`config.mk`:
```
export PLATFORM = sky130hd
export DESIGN_NAME = mux8_rr_scheduler
export DESIGN_NICKNAME = d
export VERILOG_FILES = /design/src/rtl/mux8_rr_scheduler_pkg.sv /design/src/rtl/mux8_rr_scheduler_rr_pick.sv /design/src/rtl/mux8_rr_scheduler.sv
export SDC_FILE = /design/constraint.sdc
export NUM_CORES = 1
export LEC_CHECK = 0
export CAP_MARGIN = 25
export CORE_ASPECT_RATIO = 0.75
export CORE_MARGIN = 3
export CORE_UTILIZATION = 30
export CTS_BUF_LIST = sky130_fd_sc_hd__clkbuf_4
export DETAILED_ROUTE_END_ITERATION = 16
export PLACE_DENSITY = 0.47
export RECOVER_POWER = 100
export SETUP_SLACK_MARGIN = 0.02
export SYNTH_ARGS = -nofsm -noshare
export SYNTH_HDL_FRONTEND = slang
export SYNTH_HIERARCHICAL = 1
export SYNTH_SLANG_ARGS = --single-unit
```
`constraint.sdc`:
```
create_clock -name clk -period 4.1 [get_ports clk]
set_clock_uncertainty 0.2 [all_clocks]
set_input_delay 0.41 -clock clk [delete_from_list [all_inputs] [get_ports clk]]
set_output_delay 0.41 -clock clk [all_outputs]
set_load 0.05 [all_outputs]
```
`src/rtl/mux8_rr_scheduler_pkg.sv`:
```
// Shared types and constants for the 8-way mux round-robin scheduler and its picker.
package mux_sched_pkg;

    localparam int N_REQ = 8;
    localparam int SEL_W = 3;

    typedef enum logic [1:0] {
        ST_IDLE  = 2'd0,
        ST_GRANT = 2'd1,
        ST_GAP   = 2'd2
    } state_e;

    function automatic logic [N_REQ-1:0] sel_onehot(input logic [SEL_W-1:0] s);
        return N_REQ'(1) << s;
    endfunction

endpackage

```
`src/rtl/mux8_rr_scheduler_rr_pick.sv`:
```
// Combinational round-robin picker: first requester at or after ptr, wrapping mod N_REQ.
module rr_pick
    import mux_sched_pkg::*;
(
    input  logic [N_REQ-1:0] req,
    input  logic [SEL_W-1:0] ptr,
    output logic             any,
    output logic [SEL_W-1:0] winner
);

    logic [N_REQ-1:0] rot;
    logic [SEL_W-1:0] idx;

    // Rotate so ptr lands at bit 0, take the lowest set bit, then undo the rotation.
    always_comb begin
        rot = N_REQ'({req, req} >> ptr);
        idx = '0;
        for (int i = N_REQ - 1; i >= 0; i--) begin
            if (rot[i]) idx = SEL_W'(i);
        end
        any    = |req;
        winner = idx + ptr;
    end

endmodule

```
`src/rtl/mux8_rr_scheduler.sv`:
```
// Round-robin owner of the shared 8:1 mux select; registered select/grant with a dead cycle between owners.
//
//  state    | meaning
//  ---------+------------------------------------------------------------
//  ST_IDLE  | no owner; sel_valid=0, busy=0, waiting for any request
//  ST_GRANT | owner holds sel/gnt stable; sel_valid=1, busy=1
//  ST_GAP   | single dead cycle after an owner; sel held, gnt=0, busy=1
module mux8_rr_scheduler
    import mux_sched_pkg::*;
#(
    parameter int MAX_HOLD = 4,
    parameter int CNT_W    = 4
) (
    input  logic             clk,
    input  logic             rst_n,
    input  logic [N_REQ-1:0] req,
    input  logic             done,
    output logic [SEL_W-1:0] sel,
    output logic [N_REQ-1:0] gnt,
    output logic             sel_valid,
    output logic             busy
);

    localparam logic [CNT_W-1:0] HOLD_LAST = CNT_W'((MAX_HOLD == 0) ? 0 : MAX_HOLD - 1);

    state_e           state_q, state_d;
    logic [SEL_W-1:0] sel_q, sel_d;
    logic [N_REQ-1:0] gnt_q, gnt_d;
    logic             sel_valid_q, sel_valid_d;
    logic             busy_q, busy_d;
    logic [SEL_W-1:0] ptr_q, ptr_d;
    logic [CNT_W-1:0] cnt_q, cnt_d;

    logic             pick_any;
    logic [SEL_W-1:0] pick_winner;
    logic             hold_expired;
    logic             grant_exit;

    rr_pick u_pick (
        .req    (req),
        .ptr    (ptr_q),
        .any    (pick_any),
        .winner (pick_winner)
    );

    assign hold_expired = (MAX_HOLD != 0) && (cnt_q == HOLD_LAST);
    assign grant_exit   = done || !req[sel_q] || hold_expired;

    always_comb begin
        state_d     = state_q;
        sel_d       = sel_q;
        gnt_d       = gnt_q;
        sel_valid_d = sel_valid_q;
        busy_d      = busy_q;
        ptr_d       = ptr_q;
        cnt_d       = cnt_q;

        unique case (state_q)
            ST_IDLE, ST_GAP: begin
                if (pick_any) begin
                    state_d     = ST_GRANT;
                    sel_d       = pick_winner;
                    gnt_d       = sel_onehot(pick_winner);
                    sel_valid_d = 1'b1;
                    busy_d      = 1'b1;
                    cnt_d       = '0;
                end else begin
                    state_d     = ST_IDLE;
                    gnt_d       = '0;
                    sel_valid_d = 1'b0;
                    busy_d      = 1'b0;
                end
            end
            ST_GRANT: begin
                // Saturate so a long unlimited burst can never wrap into a fake hold expiry.
                cnt_d = (cnt_q == '1) ? cnt_q : cnt_q + CNT_W'(1);
                if (grant_exit) begin
                    state_d     = ST_GAP;
                    ptr_d       = sel_q + SEL_W'(1);
                    gnt_d       = '0;
                    sel_valid_d = 1'b0;
                    busy_d      = 1'b1;
                end
            end
            default: begin
                state_d     = ST_IDLE;
                gnt_d       = '0;
                sel_valid_d = 1'b0;
                busy_d      = 1'b0;
            end
        endcase
    end

    always_ff @(posedge clk or negedge rst_n) begin
        if (!rst_n) begin
            state_q     <= ST_IDLE;
            sel_q       <= '0;
            gnt_q       <= '0;
            sel_valid_q <= 1'b0;
            busy_q      <= 1'b0;
            ptr_q       <= '0;
            cnt_q       <= '0;
        end else begin
            state_q     <= state_d;
            sel_q       <= sel_d;
            gnt_q       <= gnt_d;
            sel_valid_q <= sel_valid_d;
            busy_q      <= busy_d;
            ptr_q       <= ptr_d;
            cnt_q       <= cnt_d;
        end
    end

    assign sel       = sel_q;
    assign gnt       = gnt_q;
    assign sel_valid = sel_valid_q;
    assign busy      = busy_q;

endmodule

```
==> Word level (Yosys, flattened, before mapping) <==
Cells that the tools add are included.
Widths: inputs -> output; s select.
{ "word_totals": {"input_bits": 11, "rom_bits": 0, "latch_bits": 0, "out_inout_bits": 13, "ff_bits": 22, "mem_bits_rw": 0, "word_cells": 54, "memories": 0} }
{ "op_classes": {"mul": 0, "shift": 2, "n_eq_ne": 7, "mux": 24, "bitwise_logic": 0, "order_cmp": 1, "n_reduce_logical": 10, "div": 0, "add_sub_neg": 3} }
{ "ops": {"columns": ["cell", "n"], "rows": [
  ["$mux 3", 8],
  ["$mux 8", 2],
  ["$pmux 8 s2", 1],
  ["$shr 16x3->8", 1],
  ["$mux 4", 2],
  ["$pmux 4 s2", 1],
  ["$reduce_or 8->1", 1],
  ["$shl 1x3->8 const A", 1],
  ["$ne 2x2->1 const B", 3],
  ["$mux 1", 5],
  ["$add 4x1->4 const B", 1],
  ["$eq 4x2->1 const B", 1],
  ["$eq 4x4->1 const B", 1],
  ["$lt 3x4->1 const B", 1],
  ["$pmux 1 s2", 2],
  ["$pmux 2 s2", 1],
  ["$reduce_and 2->1", 2],
  ["$add 3x1->3 const B", 1],
  ["$add 3x3->3", 1],
  ["$bmux 1 s3", 1],
  ["$reduce_and 3->1", 1],
  ["$eq 2x1->1 const B", 1],
  ["$eq 2x2->1 const B", 1],
  ["$logic_not 2->1", 1],
  ["other kinds (5)", 6]
]} }

==> Longest topological paths before layout <==
Gate-level depths: netlist of run 1.
{ "depth": {"depth_word": 13, "depth_mapped": 14, "mapped_depth_nobuf": 13} }

==> By module <==
The synthesis of run 1 kept the hierarchy.
{ "modules_own_cells": {"columns": ["mod", "instances", "area_per_inst_um2", "cells_each", "seq_area_each_um2"], "rows": [
  ["mux8_rr_scheduler", 1, 1051.0, 90, 525.5],
  ["rr_pick", 1, 519.2, 50, 0.0]
]} }

==> Worst setup path before layout of run 1 <==
No wires, ideal clock.
{ "synth_path": {"path_type": "register -> register", "startpoint": "register ptr_q[0]", "endpoint": "register gnt_q[2] (netlist: gnt[2])", "synth_period_minus_slack_ps": 3487, "path_stages_with_launch": 15, "t_arrival_ps": 3169, "required_time_ps": 3782, "path_slack_ps": 613, "n_path_buf": 1, "setup_time_ps": 118, "path_cell_list": "dfrtp_1 -> buf_6 -> mux4_1 -> mux2i_1 -> o311ai_0 -> a21bo_2 -> a31oi_1 -> ha_1 -> inv_1 -> fa_1 -> xnor2_1 -> xnor2_1 -> nand2b_1 -> nor3_1 -> a21o_1"} }
{ "synth_via": {"elab_chain_len": 13} }
{ "synth_rtl": {"columns": ["element", "line_no", "text"], "rows": [
  ["from (decl)", "mux8_rr_scheduler.sv:31", "logic [SEL_W-1:0] ptr_q, ptr_d;"],
  ["from (signal assigned)", "mux8_rr_scheduler.sv:109", "ptr_q <= ptr_d;"],
  ["$shr 16x3->8", "mux8_rr_scheduler_rr_pick.sv:16", "rot = N_REQ'({req, req} >> ptr);"],
  ["$mux 3 (8 in a row)", "mux8_rr_scheduler_rr_pick.sv:19", "if (rot[i]) idx = SEL_W'(i);"],
  ["$add 3x3->3 (*)", "mux8_rr_scheduler_rr_pick.sv:22", "winner = idx + ptr;"],
  ["net pick_winner[2]", "mux8_rr_scheduler.sv:35", "logic [SEL_W-1:0] pick_winner;"],
  ["$shl 1x3->8 (*)", "mux8_rr_scheduler_pkg.sv:14", "return N_REQ'(1) << s;"],
  ["$mux 8 (*)", "mux8_rr_scheduler.sv:60", "if (pick_any) begin"],
  ["$pmux 8 s2 (*)", "mux8_rr_scheduler.sv:58", "unique case (state_q)"],
  ["to (signal assigned)", "mux8_rr_scheduler.sv:106", "gnt_q <= gnt_d;"],
  ["to (decl)", "mux8_rr_scheduler.sv:28", "logic [N_REQ-1:0] gnt_q, gnt_d;"]
]} }
Mark *: on every way through the listed nets, which the timed path passes. The rest lies on a longest branch.
A chain may end at the register's enable or synchronous reset.

==> Final worst setup path of run 1 <==
{ "layout_path": {"startpoint": "input port req[4]", "endpoint": "register gnt_q[2] (netlist: gnt[2])"} }
{ "layout_via": {"elab_chain_len": 13, "elab_cells_between_ends": 20, "classes_between": "1 x add/sub; 1 x eq/ne; 2 x shift; 12 x mux; 4 x reduce/logical"} }
{ "layout_rtl": {"columns": ["element", "line_no", "text"], "rows": [
  ["from (decl)", "mux8_rr_scheduler.sv:16", "input logic [N_REQ-1:0] req,"],
  ["$shr 16x3->8 (*)", "mux8_rr_scheduler_rr_pick.sv:16", null],
  ["$mux 3 (7 in a row)", "mux8_rr_scheduler_rr_pick.sv:19", null],
  ["$mux 3 (*)", "mux8_rr_scheduler_rr_pick.sv:19", null],
  ["$add 3x3->3 (*)", "mux8_rr_scheduler_rr_pick.sv:22", null],
  ["net pick_winner[2]", "mux8_rr_scheduler.sv:35", null],
  ["$shl 1x3->8 (*)", "mux8_rr_scheduler_pkg.sv:14", null],
  ["$mux 8 (*)", "mux8_rr_scheduler.sv:60", null],
  ["$pmux 8 s2 (*)", "mux8_rr_scheduler.sv:58", null]
]} }
Mark *: on every way through the listed nets, which the timed path passes. The rest lies on a longest branch. The select of a mux whose other input is x is not followed.

==> flow_summary.toml, run 1 <==
[timing]
finalHoldViolations = 0
grt_setup_unrepaired = "false"
setup_slack_ps = 317
max_slew_margin = -0.0349
min_period_ps = 3780
fin_tns_setup_ps = 0
setup_viol = 0
slew_viol_final = 11
whs_ps = 199
max_freq_mhz = 264
min_period_over_period = 0.923
tightestPinTransition_ps = 1540

[critical_path]
cpPeakStageDelay_ps = 640
crit_slowest_cell = "dlygate4sd3_1"
rrSetupSlack_ps = 510
crit_chain = "dlygate4sd3_1 -> mux4_1 -> mux2i_1 -> o311ai_0 -> a21bo_2 -> a31oi_1 -> ha_1 -> inv_1 -> fa_1 -> xnor2_1 -> xnor2_1 -> buf_4 -> nand2b_1 -> nor3_1 -> a21o_1"
r2r-start = "ptr_q[0]"
r2r-end = "gnt[2]"
worstSetupPathType = "in2reg"
cp.arrival_ps = 3800
critPathMostFrequentCell = "xnor2_1"
crit_start = "req[4]"
critPathRequiredTime_ps = 4120
crit_path_end_kind = "flip-flop"
worstRegToRegCells = 14
worstPathMaxFanout = 7
cp-start-kind = "input pin"
crit_end = "gnt[2]"

[placed_design]
placed_cell_area_um2 = 1920
gp_congestion = 0.837
io_buffer_count = 23
hpwlAfterDp_mm = 2.72
place_ws_ps = 119

[clock_tree]
postCtsHoldBufs = 0
clock-root-buffer = "clkbuf_4"
ctsResizeCount = 0
cts_tree = "built"
clock_path_buffers = 2
cts_made_buffers = 3
cts.clk_slew.worst_paths_ps = 120
cts-htree-levels = 1
post-cts-setup-buffers = 0
clock-sinks = 21
clk_latency_ps = 310

[detailed_routing]
drc = 0
ant_nets = 0
wl_mm = 3.64
wl_per_cell_um = 15.0
drt_iter0_drc = 99
first_pass_iters = 4
vias = 1220
viasPerCell = 5.02

[layout]
insertedDiodeCount = 0
finish.instance_area_um2 = 1910
nNetsFinal = 187
post-route-util = 0.384
fill_cells = 508
drive_gt1_frac = 0.152
syn2layout_area_growth_pct = 21.8

[floorplan]
core_um2 = 4980
boundaryPins = 24
dieArea_um2 = 6150
initial_utilization = 0.315
rows = 22
die_h_um = 68.7
die_x_um = 89.5

[pwr]
pwr_density_cell_nw_per_um2 = 860
p_leak_nw = 0.866
vdd_drop_max_v = 0.000381

[synthesis]
async_flop_share = 1.00
ys_seq_elements = 21
synth_flop_cell = "dfrtp_1"
yosysSeqAreaShare = 0.335
postSynthAreaPerCell_um2 = 11.2
synth.distinct_cells = 45
synth_cells = 140
synth_nets = 155
synth_edf_count = 0
yosysWarnings = 6
syn_area_um2 = 1570

[global_routing]
busiest_layer = "met1"
grtUsageMet1 = 0.205
grt_util_met3 = 0.0368
antenna_found_initial = 0
grt_start_max_net_pins = 22
grt_pass1_wl_mm = 6.13
grt_util_met2 = 0.179
first_global_vias = 1208
grt_util_all_layers = 0.131
grt-ovfl-total = 0

[run_status]
violations = "max-capacitance violations, max-slew violations"
status = "complete, but fails checks"

[run]
maxCapViolCount = 1

[hold_path]
hp-class = "in2async"
-- cell usage in the layout (no fill, tap or decap), types with 3 or more instances in the layout --
cell and n:
nand2_1 19, inv_1 8, ha_1 3, mux4_1 7, nor4_1 3, clkdlybuf4s50_1 8, mux2_2 4, buf_4 9
clkbuf_4 3, dfrtp_1 21, o2bb2ai_1 5, nor3_1 3, mux2i_1 8, nand2b_1 6, mux2_4 3, o21ai_0 4
nor2_1 5, dlygate4sd3_1 15
-- state kept, by name, indices dropped and copies added, names as in the netlist --
name,cells
gnt,8
cnt_q,4
ptr_q,3
sel,3
state_q,2
busy,1
-- cell families after synthesis --
group,count (synthesis),synth area share
buffers and inverters,14,0.0446
and+or+nand+nor,42,0.138
DFF,21,0.335
adders and majority gates,4,0.0367
AOI/OAI and AO/OA,31,0.179
muxes,24,0.245
xor gates and xnor gates,4,0.0223
-- report_power, final --
group,leakage [nW],switching [mW],internal (mW)
registers,0.270,0.0955,0.283
clock network,0.0139,0.0652,0.0372
logic,0.582,0.659,0.506
-- cells in the mapped netlist, drive strengths merged (2+ instances only) --
library cell  instances  area share
ha                    3       0.024
nand2b                6       0.024
mux4                  7        0.12
nor2                  5       0.012
a31oi                 2      0.0080
clkbuf                2      0.0048
mux2                  9       0.076
buf                   4       0.021
o21ai                 4       0.013
dfrtp                21        0.33
xor2                  2       0.011
a32o                  2       0.013
xnor2                 2       0.011
mux2i                 8       0.051
o211ai                2      0.0096
nor3                  3      0.0096
inv                   8       0.019
a22o                  2       0.011
o2bb2ai               5       0.032
a21o                  2      0.0096
nor4                  3       0.022
nand2                19       0.045
-- final cells by class --
class | count | area [µm²] | area share
multi-input combinational | 105 | 936 | 0.489
clock buffer | 3 | 22.5 | 0.0118
inverter | 8 | 30.0 | 0.0157
tap | 72 | 90.1 | 0.0471
clock inverter | 1 | 7.51 | 0.00392
timing repair buffer | 33 | 302 | 0.158
sequential | 21 | 526 | 0.275
-- critical path: cells and delay by family --
family | cells | cell delay (ps)
adders and majority gates | 2 | 530
and+or+nand+nor | 2 | 180
xor gates and xnor gates | 2 | 310
muxes | 2 | 790
AOI/OAI and AO/OA | 4 | 740
buffers and inverters | 3 | 830
-- per-layer routing --
metal / wire length (µm) / vias to the layer above / share of wire
li1: - / 592 / -
met1: 2000 / 598 / 0.55
met2: 1460 / 26 / 0.40
met3: 162 / 4 / 0.045
met4: 17 / 0 / 0.0047
met5: 0 / - / 0
-- metrics by stage --
step / std cells / power [mW]
3_3_place_gp: 238 / 1.60
4_1_cts: 242 / 1.71
5_1_grt: 243 / 1.80
2_1_floorplan: 140 / 1.30
6_report: 243 / 1.65
3_5_place_dp: 238 / 1.60
-- worst min-delay path by stage --
stage / start / endpoint
after floorplan: rst_n / busy
after global placement: gnt[4] / gnt[4]
after detailed placement: gnt[4] / gnt[4]
after CTS: gnt[4] / gnt[4]
after global routing: rst_n / cnt_q[3]
final: rst_n / cnt_q[2]
Note: power is estimated with default switching activity, not from simulation.
==> run 2, diff against run 1 <==
Settings changed: MAX_ROUTING_LAYER set to met4.
==> flow_summary.toml, run 2 (same netlist as run 1, synthesis figures left out) <==
[clock_tree]
ctsResizeCount = 0
cts_made_buffers = 3
postCtsHoldBufs = 0
cts-htree-levels = 1
clock_path_buffers = 2
cts_tree = "built"
cts.clk_slew.worst_paths_ps = 120
clk_latency_ps = 300
clock-sinks = 21
post-cts-setup-buffers = 0
clock-root-buffer = "clkbuf_4"

[layout]
largest_register_ffs = 8
insertedDiodeCount = 0
nNetsFinal = 187
layout.cells.non_filler = 243
final_cell_mix = "21 x dfrtp_1, 19 x nand2_1, 15 x dlygate4sd3_1, 9 x buf_4"
syn2layout_area_growth_pct = 21.8
drive_gt1_frac = 0.152
layout_commonest_cell = "dfrtp_1"

[run_status]
violations = "max-capacitance violations, max-slew violations"
status = "complete, but fails checks"

[placed_design]
io_buffer_count = 23
place_ws_ps = 119
hpwlAfterDp_mm = 2.72
gp_congestion = 0.850
place_inst = 238

[detailed_routing]
viasPerCell = 5.02
ant_nets = 0
first_pass_iters = 4
drt_iter0_drc = 96
vias = 1220
wl_per_cell_um = 15.0
drc = 0
wl_mm = 3.63

[critical_path]
worstSetupPathType = "in2reg"
cp-start-kind = "input pin"
crit_chain = "dlygate4sd3_1 -> mux4_1 -> mux2i_1 -> o311ai_0 -> a21bo_2 -> a31oi_1 -> ha_1 -> inv_1 -> fa_1 -> xnor2_1 -> xnor2_1 -> buf_4 -> nand2b_1 -> nor3_1 -> a21o_1"
cpPeakStageDelay_ps = 640
critPathRequiredTime_ps = 4120
worstPathMaxFanout = 7
cp.arrival_ps = 3800
crit_slowest_cell = "dlygate4sd3_1"
critPathMostFrequentCell = "xnor2_1"
crit_path_end_kind = "flip-flop"

[floorplan]
dieArea_um2 = 6150
rows = 22
die_x_um = 89.5
initial_utilization = 0.315
die_h_um = 68.7
core_um2 = 4980
boundaryPins = 24

[global_routing]
grt_start_max_net_pins = 22
grt_pass1_wl_mm = 6.13
grt_util_all_layers = 0.134
antenna_found_initial = 0
first_global_vias = 1208
grt-ovfl-total = 0

[timing]
fin_tns_setup_ps = 0
setup_viol = 0
tightestPinTransition_ps = 1540
setup_slack_ps = 316
max_freq_mhz = 264
max_slew_margin = -0.0347
grt_setup_unrepaired = "false"
slew_viol_final = 11
finalHoldViolations = 0
min_period_ps = 3780
min_period_over_period = 0.923

[pwr]
pwr_density_cell_nw_per_um2 = 860
vdd_drop_max_v = 0.000381
p_leak_nw = 0.866

[hold_path]
hp-class = "in2async"

[run]
maxCapViolCount = 1
run 2: cell counts in the layout (fill, tap and decap cells not counted):
No cell type changed its count.
run 2: cell type report:
type,count,area [µm²]
Clock inverter,1,7.51
Clock buffer,3,22.5
Sequential cell,21,526
Fill cell,508,3070
Multi-Input combinational cell,105,936
Timing Repair Buffer,33,302
Inverter,8,30.0
Tap cell,72,90.1
run 2: power by group:
group	internal, mW	switching [mW]
combinational	0.506	0.659
sequential	0.283	0.0955
clock	0.0372	0.0647
run 2: through the flow:
stage	instance area (µm²)	hold WS (ps)	util	power [mW]
global placement	1920	261	0.385	1.60
detailed placement	1920	269	0.385	1.60
floorplan	1570	-85.6	-	1.30
finish	1910	201	0.384	1.65
global route	1910	193	0.384	1.80
CTS	1950	299	0.391	1.71
run 2: per-layer routing:
metal	wire length [µm]	vias to the layer above	global-route usage
li1	-	592	-
met1	2020	598	0.206
met2	1460	26	0.179
met3	147	4	0.0344
met4	16	0	0.0186
met5	0	-	-
run 2: path summary, 6_finish.rpt:
check                      startpoint        to  slack, ps  cells after the start
setup / recovery               req[4]    gnt[2]        320                     15
hold / removal                  rst_n  cnt_q[2]        200                      1
setup reg to reg             ptr_q[0]    gnt[2]        510                     14
hold reg to reg                gnt[4]    gnt[4]        290                      1
max in group asynchronous       rst_n      busy       2440                      2
min in group clk               gnt[4]    gnt[4]        290                      1
run 2: worst max-delay path: cells and delay by family:
family | cells | cell delay (ps)
and+or+nand+nor | 2 | 180
muxes | 2 | 790
AOI/OAI and AO/OA | 4 | 740
adders and majority gates | 2 | 530
buffers and inverters | 3 | 830
xor gates and xnor gates | 2 | 310
==> run 3, diff against run 2 <==
Settings changed: CORE_UTILIZATION 30 to 55, CTS_CLUSTER_SIZE set to 14, PLACE_DENSITY 0.47 to 0.79.
==> flow_summary.toml, run 3 (same netlist as run 1, synthesis figures left out) <==
[clock_tree]
cts_tree = "built"
post-cts-setup-buffers = 0
clk_latency_ps = 300
clock_path_buffers = 2
clock-root-buffer = "clkbuf_4"
clock-sinks = 21
cts_made_buffers = 3
cts-htree-levels = 1
cts.clk_slew.worst_paths_ps = 110

[timing]
fin_tns_setup_ps = 0
tightestPinTransition_ps = 1410
setup_viol = 0
min_period_ps = 3900
max_slew_margin = 0.0496
max_freq_mhz = 256
finalHoldViolations = 0
min_period_over_period = 0.952
slew_viol_final = 0

[critical_path]
cp-start-kind = "input pin"
crit_path_end_kind = "flip-flop"
worstSetupPathType = "in2reg"
critPathRequiredTime_ps = 4100
worstPathMaxFanout = 7
cp.arrival_ps = 3910

[detailed_routing]
viasPerCell = 6.11
drt_iter0_drc = 89
wl_mm = 3.51
ant_nets = 0
wl_per_cell_um = 17.2
vias = 1247
drc = 0
first_pass_iters = 4

[floorplan]
boundaryPins = 24
core_um2 = 2660
dieArea_um2 = 3540
rows = 16
die_x_um = 67.7
initial_utilization = 0.590
die_h_um = 52.3

[placed_design]
placed_cell_area_um2 = 1860
hpwlAfterDp_mm = 2.69
io_buffer_count = 23
gp_congestion = 0.872

[layout]
regArea_um2 = 527
post-route-util = 0.694
syn2layout_area_growth_pct = 17.6
final_cell_mix = "20 x dfrtp_1, 19 x nand2_1, 14 x dlygate4sd3_1, 9 x clkdlybuf4s50_1, 8 x inv_1"
insertedDiodeCount = 0
nNetsFinal = 184
drive_gt1_frac = 0.143
layout_commonest_cell = "dfrtp_1"
largest_register_ffs = 8
fill_cells = 214
multi_input_area_um2 = 938
finish.instance_area_um2 = 1850

[global_routing]
grt_start_max_net_pins = 22
grt-ovfl-total = 0
first_global_vias = 1232
grt_util_all_layers = 0.234
grt_pass1_wl_mm = 5.95
antenna_found_initial = 0

[hold_path]
hp-class = "reg2reg"

[run]
maxCapViolCount = 0

[run_status]
status = "complete, no violations"

[pwr]
p_leak_nw = 0.853
pwr_density_cell_nw_per_um2 = 891
vdd_drop_max_v = 0.000652
==> run 3: report_power, final <==
group          switching (mW)  leakage [nW]  internal (mW)  total (mW)
sequential              0.103         0.269          0.284       0.387
clock                  0.0615        0.0177         0.0364      0.0979
combinational           0.661         0.566          0.501        1.16
==> run 3: cell type report <==
type                       instances  share of cell area
clock buffer                       3              0.0122
clock inverter                     1             0.00271
inverter                           8              0.0163
multi-input combinational        105               0.508
sequential                        21               0.285
tap                               36              0.0244
timing repair buffer              30               0.151
==> run 3: path summary, 6_finish.rpt <==
path,from,endpoint,slack (ps),cells after the start
setup / recovery,req[5],gnt[2],200,15
hold / removal,gnt[2],gnt[2],290,1
setup reg to reg,ptr_q[0],gnt[2],300,14
hold reg to reg,gnt[2],gnt[2],290,1
max in group asynchronous,rst_n,ptr_q[0],2570,1
min in group asynchronous,rst_n,cnt_q[0],490,1
==> run 3: per-stage QoR <==
| stage | std cells | setup WS (ps) | total power, mW | hold slack, ps |
|---|---|---|---|---|
| finish | 204 | 197 | 1.65 | 287 |
| global route | 204 | -18.1 | 1.80 | 326 |
| CTS | 204 | 194 | 1.69 | 300 |
| detailed placement | 200 | -87.3 | 1.59 | 273 |
| global placement | 200 | 179 | 1.54 | 261 |
| floorplan | 140 | 613 | 1.30 | -85.6 |
==> run 3: worst max-delay path, stage by stage <==
cell and delay [ps]:
clkdlybuf4s50_1 520, mux4_1 600, mux2i_2 270, o311ai_0 230, a21bo_2 260, a31oi_1 190
ha_1 180, inv_1 50, fa_1 370, xnor2_1 150, xnor2_1 190, buf_4 160
nand2b_1 120, nor3_1 50, a21o_1 160
==> run 3: per-layer routing <==
metal	GRT usage	vias up	part of all wire
met5	-	-	0
met4	0.0370	0	0.0020
met3	0.0451	2	0.043
met2	0.363	41	0.49
met1	0.325	612	0.47
li1	-	592	-
==> run 3: repair_timing <==
action,in CTS,in global routing
hold buffers,0,0
gates resized for setup,0,2
setup endpoints to repair,0,6
